$ cat src/rtl/fetch_queue.sv
// In-order instruction prefetch queue between fetch and decode.
// It issues PC requests to memory, buffers the returned words and squashes in-flight work on redirect.
module fetch_queue #(
    parameter int DEPTH = 4,
    parameter int AW    = 32,
    parameter int DW    = 32
) (
    input  logic          i_clk,
    input  logic          i_rst,
    input  logic          i_pc_valid,
    input  logic [AW-1:0] i_pc,
    output logic          o_pc_ready,
    output logic          o_mem_req_valid,
    output logic [AW-1:0] o_mem_req_addr,
    input  logic          i_mem_req_ready,
    input  logic          i_mem_rsp_valid,
    input  logic [DW-1:0] i_mem_rsp_data,
    output logic          o_inst_valid,
    output logic [DW-1:0] o_inst,
    output logic [AW-1:0] o_inst_pc,
    input  logic          i_inst_ready,
    input  logic          i_flush
);
    localparam int IW = $clog2(DEPTH);
    localparam int PW = IW + 1;
    localparam logic [PW-1:0] ONE = PW'(1);
    localparam logic [PW:0]   DEPTH_W = (PW+1)'(DEPTH);

    logic [AW-1:0] pc_mem   [DEPTH];
    logic [DW-1:0] data_mem [DEPTH];
    logic [DEPTH-1:0] filled;

    logic [PW-1:0] alloc_ptr, fill_ptr, head_ptr, drop;
    logic [PW-1:0] used, inflight, flush_base, flush_drop;
    logic [PW:0]   occupancy;
    logic [IW-1:0] alloc_idx, fill_idx, head_idx;
    logic          credit_ok, do_alloc, do_fill, do_drop, do_pop;

    assign used      = alloc_ptr - head_ptr;
    assign inflight  = alloc_ptr - fill_ptr;
    assign alloc_idx = alloc_ptr[IW-1:0];
    assign fill_idx  = fill_ptr[IW-1:0];
    assign head_idx  = head_ptr[IW-1:0];

    // Stale responses still owed by memory occupy credit; a pop this cycle frees nothing until next cycle.
    assign occupancy = {1'b0, used} + {1'b0, drop};
    assign credit_ok = occupancy < DEPTH_W;

    // Every channel transfers on a cycle where valid and ready are both high; a request is not withdrawn
    // once offered. The response channel has no ready, and flush masks the request and output channels.
    assign o_mem_req_valid = i_pc_valid & credit_ok & ~i_flush;
    assign o_mem_req_addr  = i_pc;
    assign o_pc_ready      = i_mem_req_ready & credit_ok & ~i_flush;

    assign do_alloc = o_mem_req_valid & i_mem_req_ready;
    assign do_drop  = i_mem_rsp_valid & (drop != '0);
    assign do_fill  = i_mem_rsp_valid & (drop == '0) & (inflight != '0);

    assign o_inst_valid = (used != '0) & filled[head_idx] & ~i_flush;
    assign o_inst       = data_mem[head_idx];
    assign o_inst_pc    = pc_mem[head_idx];
    assign do_pop       = o_inst_valid & i_inst_ready;

    // The sum never exceeds DEPTH. A response in the flush cycle is subtracted only when something is owed.
    assign flush_base = drop + inflight;
    assign flush_drop = flush_base - {{(PW-1){1'b0}}, (i_mem_rsp_valid && (flush_base != '0))};

    always_ff @(posedge i_clk) begin
        if (i_rst) begin
            alloc_ptr <= '0;
            fill_ptr  <= '0;
            head_ptr  <= '0;
            drop      <= '0;
            filled    <= '0;
            for (int i = 0; i < DEPTH; i++) begin
                pc_mem[i]   <= '0;
                data_mem[i] <= '0;
            end
        end else if (i_flush) begin
            alloc_ptr <= '0;
            fill_ptr  <= '0;
            head_ptr  <= '0;
            filled    <= '0;
            drop      <= flush_drop;
        end else begin
            if (do_alloc) begin
                pc_mem[alloc_idx] <= i_pc;
                filled[alloc_idx] <= 1'b0;
                alloc_ptr         <= alloc_ptr + ONE;
            end
            if (do_fill) begin
                data_mem[fill_idx] <= i_mem_rsp_data;
                filled[fill_idx]   <= 1'b1;
                fill_ptr           <= fill_ptr + ONE;
            end
            if (do_drop) begin
                drop <= drop - ONE;
            end
            if (do_pop) begin
                head_ptr <= head_ptr + ONE;
            end
        end
    end
endmodule

$ cat config.mk
export PLATFORM = sky130hd
export DESIGN_NAME = fetch_queue
export DESIGN_NICKNAME = d
export VERILOG_FILES = /design/src/rtl/fetch_queue.sv
export SDC_FILE = /design/constraint.sdc
export NUM_CORES = 1
export LEC_CHECK = 0
export ABC_AREA = 1
export BUFFER_PORTS_ARGS = -buffer_cell sky130_fd_sc_hd__buf_2
export CAP_MARGIN = 10
export CORE_MARGIN = 2
export CORE_UTILIZATION = 40
export DETAILED_ROUTE_END_ITERATION = 16
export GPL_TIMING_DRIVEN = 1
export PLACE_DENSITY = 0.67
export SETUP_SLACK_MARGIN = 0.4
export SYNTH_ARGS = -nofsm -noshare
export SYNTH_HDL_FRONTEND = slang
export SYNTH_SLANG_ARGS = --single-unit
$ cat constraint.sdc
create_clock -name i_clk -period 14 [get_ports i_clk]
set_clock_uncertainty 0.2 [all_clocks]
set_input_delay 1.4 -clock i_clk [delete_from_list [all_inputs] [get_ports i_clk]]
set_output_delay 1.4 -clock i_clk [all_outputs]
set_load 0.02 [all_outputs]
==> results of run 1 <==
==> worst register-to-register path, cell delays in order, from the launching register on <==
cell and delay, ns:
dfxtp_1 0.37, inv_1 0.26, ha_1 0.20, inv_1 0.05, fa_1 0.37, inv_1 0.06
nand2_1 0.06, nand3b_1 0.10, nand2_1 0.07, ha_1 0.27, inv_1 0.05, nand2_1 0.05
a31oi_2 0.24, nand3_2 0.24, nor2_4 0.19, nand3_2 0.57, nand2_1 0.21, buf_4 0.44
==> worst max path at each step <==
stage	from	end	slack [ns]	cells past startpoint
after floorplan	i_flush	data_mem[0][0]	8.86	5
after global placement	alloc_ptr[0]	pc_mem[0][14]	9.74	17
after detailed placement	alloc_ptr[0]	pc_mem[0][8]	9.60	17
after CTS	alloc_ptr[0]	o_mem_req_valid	9.33	15
after global routing	alloc_ptr[0]	o_pc_ready	9.09	15
final	alloc_ptr[0]	o_mem_req_valid	9.35	15
==> sequential cells by signal, summed over array words and instances, names as in the netlist, named ones only <==
| signal | cells |
|---|---|
| alloc_ptr | 3 |
| drop | 3 |
| fill_ptr | 3 |
| head_ptr | 3 |
| data_mem | 128 |
| filled | 4 |
| pc_mem | 128 |
==> routing by layer <==
layer / vias up / track usage (%) / part of all wire (%)
met5: - / 0 / 0
met4: 0 / 5.419 / 2.1
met3: 42 / 2.574 / 5.2
met2: 250 / 30.72 / 50
met1: 4378 / 23.60 / 43
li1: 4371 / - / -
==> report_power, final <==
part | total [mW] | internal [mW] | switching (mW)
clock | 0.770 | 0.455 | 0.315
combinational | 0.126 | 0.0358 | 0.0901
sequential | 0.935 | 0.924 | 0.0104
total | 1.83 | 1.42 | 0.416
==> cells in the final DEF (no fill, tap or decap), types with 3 or more instances in the layout <==
cell / synthesis / routed
fa_1: 3 / 3
nor3_2: 11 / 11
o22ai_1: 64 / 64
nand3_2: 3 / 3
inv_1: 97 / 96
o21ai_4: 0 / 4
xor2_1: 3 / 3
clkinv_2: 0 / 6
buf_4: 34 / 11
nand2_1: 51 / 51
nand4_1: 3 / 3
inv_2: 5 / 6
a21oi_1: 11 / 11
nand3_1: 21 / 21
edfxtp_1: 256 / 256
nor2_2: 30 / 30
clkbuf_16: 0 / 29
clkbuf_1: 49 / 4
dfxtp_1: 18 / 15
buf_2: 19 / 169
nor2_1: 275 / 275
o21ai_0: 136 / 132
nor3_1: 85 / 85
bufinv_16: 0 / 4
clkinv_1: 2 / 7
ha_1: 18 / 18
==> cell families (layout without fill, tap and decap cells) <==
logic type | Yosys count | in the layout | synth area share, %
xor+xnor | 4 | 4 | 0.2753
fa+ha+maj | 21 | 21 | 2.241
flops | 274 | 274 | 63.22
compound gates | 213 | 213 | 9.082
buf+inv | 213 | 338 | 7.765
simple gates | 489 | 489 | 17.42
==> Yosys cell counts (all sizes together) <==
master  number
nor2       307
edfxtp     256
o21ai      136
inv        102
nor3        96
o22ai       64
buf         60
nand2       54
clkbuf      49
nand3       26
dfxtp       18
ha          18
a21oi       11
nand4        4
fa           3
xor2         3
clkinv       2
a31oi        1
and2         1
nand3b       1
o31ai        1
xnor2        1
==> layout make-up <==
class,instances,area (um2)
clock buffers,33,740.7
clock inverters,21,217.7
fillers,2854,16890
inverters,104,392.9
multi-input cells,727,3747
flip-flops and latches,274,8054
well taps,402,503.0
repair buffers,180,928.4
==> key figures, run 1 <==
Synthesis
  • Synth cell types: 35
  • Syn avg cell area: 10.49 um2
  • Synth Instances: 1214
  • Syn Std Cell Area: 12730 um2
  • Yosys reg bits: 274
  • Synth Warn #: 0
  • Share of the synthesized area in the top cell type: 60.39%
  • Seq/Total Area, Yosys: 63.22%
  • Post-Syn Nets: 1306
  • Cell taking the most area after synthesis: edfxtp_1
  • Top area cells in the synthesized netlist: edfxtp_1 60%, nor2_1 8.1%, o21ai_0 5.3%

CTS
  • CTS tree: done
  • Hold bufs inserted after CTS: 0
  • CTS resizes: 0
  • Clk sinks: 274
  • Root buf cell: clkbuf_16
  • CTS Buf Count: 29
  • Clock-pin slew on the worst setup and hold paths: 0.06 ns
  • Longest Clk Path Bufs: 3
  • Clock latency at the later pin of the worst-skew pair: 0.54 ns
  • H-tree Lvls: 1
  • Post-CTS Setup Inserts: 0

Cells and area
  • Final #Nets: 1408
  • Design area: 14580 um2
  • Non-Filler Instances: 1741
  • Synth-to-layout area growth: 14.57%
  • Share of cells above drive strength 1: 21.73%
  • Antenna diodes: 0
  • Fin util: 46.34%

Detailed routing
  • Routed Wire Length: 30.14 mm
  • Vias/cell: 5.193
  • Drt initial violations: 817
  • Wire per inst: 17.31 um
  • Post-route DRC: 0
  • Antenna-violating nets left: 0
  • Drt first pass iters: 5
  • Total number of vias: 9041

Run status
  • Status: finished clean

Place
  • Post-place setup slack: 9.600 ns
  • Number of port buffers: 169
  • Final Wtd Congestion: 0.8103
  • DP HPWL: 17.85 mm
  • Dpl cells: 1687
  • Placed inst area: 13630 um2

Worst hold path
  • Hold Crit Depth: 2
  • Worst min path class: flip-flop to flip-flop
  • Hold_sp: filled[3]
  • Worst Hold End: filled[3]

Setup path
  • Critical path startpoint category: flip-flop
  • Crit Reg-Reg Endpoint: pc_mem[0][9]
  • Reg-to-reg setup timing slack: 9.63 ns
  • R2R cell count: 17
  • RR Startpoint: alloc_ptr[0]
  • Top delay family on crit path: adder cells
  • Crit Path Class: flip-flop to primary output
  • CP Capture Type: primary output
  • CP max stage cell: dfxtp_1
  • Data required time of the worst path: 12.40 ns
  • WP buf/inv: 5
  • Worst-path cell chain: inv_1 -> ha_1 -> inv_1 -> fa_1 -> inv_1 -> nand2_1 -> nand3b_1 -> nand2_1 -> ha_1 -> inv_1 -> nand2_1 -> a31oi_2 -> nand2_1 -> nor2_1 -> buf_2
  • Critical Path Fanout Max: 7
  • CP peak stage delay: 0.37 ns
  • WP data arrival: 3.05 ns

GRT
  • Initial antenna violation count: 0
  • Vias in the first global route: 8906
  • First-pass GRT wire length: 47.75 mm
  • Aggregate global-route resource usage: 17.89%
  • Largest net degree at the start of global routing: 107
  • Grt total ovfl: 0

STA
  • Rel. slew slack: 18.89%
  • Slew Limit Fails: 0
  • Max Clk Rate: 215.1 MHz
  • WHS: 0.2689 ns
  • Fin. Hold Viols: 0
  • Fin crit share: 33.20%
  • RSZ-0062 raised after global routing: no
  • Period minus WS final: 4.648 ns
  • Setup_tns: 0 ns
  • Final worst slack: 9.352 ns
  • Final setup vio count: 0
  • Tightest Pin Transition: 1.212 ns

Floorplanning
  • Die Ht: 182.4 um
  • Full die area: 33270 um2
  • Core Area: 31470 um2
  • Top Ports: 170
  • Num rows: 65
  • Die W: 182.4 um
  • Initial Util: 40.45%

Power and ir drop
  • Max VDD drop: 0.09152 mV
  • Power Total: 1.831 mW
  • Pwr dens: 125.5 nW/um2
  • Pleak: 5.991 nW

Run
  • Max-Cap Viols: 0
Power figures use the tool's default switching activity.
==> inputs of run 2 (changes only) <==
- PLACE_DENSITY: 0.67 -> 0.69
- clock period: 14 -> 3.9 ns (I/O delays scaled with it)
==> run 2 against run 1 <==
Via count grew 1.6%. Count of clock-buffer cells in the layout stayed put. Sequential power rose to 3.6 times the previous value. Sequential share of layout area decreased by 0.82 points. Cell count increased by 0.75%. Hold slack lost 0.25 ns. Die area stayed put. Routed wire length up 2.5%. Largest cell class unchanged. Utilization is 0.73 points higher. Critical path type unchanged. Critical endpoint unchanged. Highest routed layer unchanged.
==> key figures, run 2 (synthesis gave the netlist of run 1 again) <==
Detailed routing
  • Post-route DRC: 0 (unchanged)
  • Wire per inst: 17.61 um (was 17.31 um)
  • Antenna-violating nets left: 0 (unchanged)
  • Drt initial violations: 921 (was 817)
  • Total number of vias: 9187 (was 9041)
  • Vias/cell: 5.238 (was 5.193)
  • Routed Wire Length: 30.90 mm (was 30.14 mm)
  • Drt first pass iters: 5 (unchanged)

GRT
  • Largest net degree at the start of global routing: 86 (was 107)
  • Vias in the first global route: 9297 (was 8906)
  • Grt total ovfl: 0 (unchanged)
  • First-pass GRT wire length: 49.06 mm (was 47.75 mm)
  • Initial antenna violation count: 0 (unchanged)
  • Aggregate global-route resource usage: 18.52% (was 17.89%)

Cells and area
  • Synth-to-layout area growth: 16.37% (was 14.57%)
  • Largest registers: data_mem x128, pc_mem x128, filled x4 (unchanged)
  • Fillers: 2869 (was 2854)
  • Final #Nets: 1424 (was 1408)
  • Antenna diodes: 0 (unchanged)
  • Non-Filler Instances: 1754 (was 1741)
  • Share of cells above drive strength 1: 22.71% (was 21.73%)
  • Fin util: 47.06% (was 46.34%)
  • Most common cell after layout, fill and taps aside: nor2_1 (unchanged)
  • Commonest non-fill, non-tap cells in the layout: 275 x nor2_1, 256 x edfxtp_1, 167 x buf_2, 132 x o21ai_0, 95 x inv_1 (was 275 x nor2_1, 256 x edfxtp_1, 169 x buf_2, 132 x o21ai_0, 96 x inv_1)

Power and ir drop
  • Combinational share of power: 7.3% (was 6.9%)
  • Pleak: 6.077 nW (was 5.991 nW)
  • Pwr dens: 441.2 nW/um2 (was 125.5 nW/um2)
  • Sequential share of power: 51.3% (was 51.1%)
  • Clock share of power: 41.4% (was 42.1%)
  • Cell Int Power: 5.078 mW (was 1.415 mW)
  • Switching part of the total power: 22.30% (was 22.70%)
  • Max VDD drop: 0.3517 mV (was 0.09152 mV)
  • Power Total: 6.536 mW (was 1.831 mW)
  • Sw power: 1.458 mW (was 0.4157 mW)

Setup path
  • RR Startpoint: alloc_ptr[0] (unchanged)
  • Crit Path Class: flip-flop to primary output (unchanged)
  • Reg-to-reg setup timing slack: 0.61 ns (was 9.63 ns)
  • Crit Reg-Reg Endpoint: drop[1] (was pc_mem[0][9])
  • CP max stage cell: dfxtp_4 (was dfxtp_1)
  • Critical path startpoint category: flip-flop (unchanged)
  • Worst-path cell chain: inv_2 -> ha_1 -> inv_1 -> fa_2 -> inv_1 -> nand2_1 -> nand3b_1 -> nand2_1 -> ha_1 -> inv_1 -> nand2_1 -> a31oi_4 -> nand2_2 -> nor2_1 -> buf_4 (was inv_1 -> ha_1 -> inv_1 -> fa_1 -> inv_1 -> nand2_1 -> nand3b_1 -> nand2_1 -> ha_1 -> inv_1 -> nand2_1 -> a31oi_2 -> nand2_1 -> nor2_1 -> buf_2)
  • Data required time of the worst path: 3.31 ns (was 12.40 ns)
  • WP data arrival: 2.72 ns (was 3.05 ns)
  • Critical Path Fanout Max: 6 (was 7)
  • CP Capture Type: primary output (unchanged)
  • CP peak stage delay: 0.37 ns (about the same)
  • R2R cell count: 17 (unchanged)

Floorplanning
  • Die W: 182.4 um (unchanged)
  • Num rows: 65 (unchanged)
  • Top Ports: 170 (unchanged)
  • Initial Util: 40.45% (unchanged)
  • Core Area: 31470 um2 (unchanged)
  • Full die area: 33270 um2 (unchanged)
  • Die Ht: 182.4 um (unchanged)

CTS
  • Post-CTS Setup Inserts: 0 (unchanged)
  • H-tree Lvls: 1 (unchanged)
  • Clock-pin slew on the worst setup and hold paths: 0.06 ns (about the same)
  • Clk sinks: 274 (unchanged)
  • CTS Buf Count: 29 (unchanged)
  • Clock latency at the later pin of the worst-skew pair: 0.53 ns (was 0.54 ns)
  • Longest Clk Path Bufs: 3 (unchanged)
  • CTS tree: done (unchanged)
  • Root buf cell: clkbuf_16 (unchanged)

STA
  • Slew Limit Fails: 0 (unchanged)
  • Period minus WS final: 3.307 ns
  • Final setup vio count: 0 (unchanged)
  • Max Clk Rate: 302.4 MHz
  • Tightest Pin Transition: 1.119 ns (was 1.212 ns)
  • Setup_tns: 0 ns (unchanged)
  • Fin. Hold Viols: 0 (unchanged)
  • Fin crit share: 84.80%
  • RSZ-0062 raised after global routing: yes (was no)
  • Rel. slew slack: 24.93% (was 18.89%)

Place
  • Number of port buffers: 169 (unchanged)
  • Dpl cells: 1698 (was 1687)
  • Final Wtd Congestion: 0.8227 (was 0.8103)
  • DP HPWL: 17.87 mm (was 17.85 mm)

Worst hold path
  • Worst min path class: input port to flip-flop (was flip-flop to flip-flop)
  • Hold Crit Depth: 3 (was 2)
  • Worst Hold End: data_mem[1][17] (was filled[3])
  • Hold_sp: i_mem_rsp_data[17] (was filled[3])

Run status
  • Status: finished clean (unchanged)

Run
  • Max-Cap Viols: 0 (unchanged)
[run 2: power by group through the flow]
| stage | logic, mW | registers (mW) | clock network (mW) |
|---|---|---|---|
| 3_3_place_gp | 0.462 | 3.41 | 0 |
| 2_1_floorplan | 0.305 | 3.41 | 0 |
| 4_1_cts | 0.478 | 3.35 | 2.75 |
| 6_report | 0.478 | 3.35 | 2.71 |
| 3_5_place_dp | 0.471 | 3.41 | 0 |
| 5_1_grt | 0.523 | 3.36 | 2.88 |
[run 2: critical path, delay by kind of cell (launching register included)]
| kind | cells | cell delay (ns) |
|---|---|---|
| adder cells (fa/ha/maj) | 3 | 0.74 |
| AND/OR/NAND/NOR | 6 | 0.48 |
| flip-flops | 1 | 0.37 |
| buffers and inverters | 5 | 0.37 |
| AO/OA/AOI/OAI | 1 | 0.23 |
[run 2: how the worst max path moves through the flow]
stage,slack (ns),startpoint,end,cells past startpoint
2_1_floorplan,-0.19,fill_ptr[1],data_mem[0][0],10
3_3_place_gp,0.55,alloc_ptr[0],pc_mem[0][15],16
3_5_place_dp,0.39,alloc_ptr[0],pc_mem[0][15],16
4_1_cts,0.40,alloc_ptr[0],o_mem_req_valid,15
5_1_grt,0.39,alloc_ptr[0],o_pc_ready,15
6_report,0.59,alloc_ptr[0],o_mem_req_valid,15
[run 2: layer usage]
| metal | up-vias | global-route usage (%) | wire length, um |
|---|---|---|---|
| li1 | 4388 | - | - |
| met1 | 4501 | 24.20 | 13250 |
| met2 | 258 | 32.61 | 15450 |
| met3 | 40 | 2.514 | 1631 |
| met4 | 0 | 4.710 | 564 |
| met5 | - | 0 | 0 |
[run 2: stage by stage]
stage,hold slack (ns),setup slack (ns),cell area [um2]
finish,0.02066,0.5930,14810
global route,0.01251,0.3898,14810
CTS,0.001645,0.4007,14780
detailed placement,0.2618,0.3863,13780
global placement,0.2536,0.5454,13780
floorplan,0.2410,-0.1862,12760
[run 2: area by class of cell]
type	instances	area (um2)	share of cell area (%)
tap	402	503.0	3.396
inverter	104	391.6	2.644
sequential	274	8059	54.40
clock inverter	18	191.4	1.292
timing repair buffer	196	1136	7.670
clock buffer	33	740.7	5.000
multi-input combinational	727	3791	25.59
[run 2: what timing repair did]
| item | 4_1_cts | 5_1_grt |
|---|---|---|
| gates resized for setup | 2 | 12 |
| hold endpoints to repair | 6 | 0 |
| pin swaps | 0 | 1 |
| gates cloned | 0 | 0 |
| hold buffers | 5 | 0 |
| endpoints found under the setup margin | 64 | 187 |
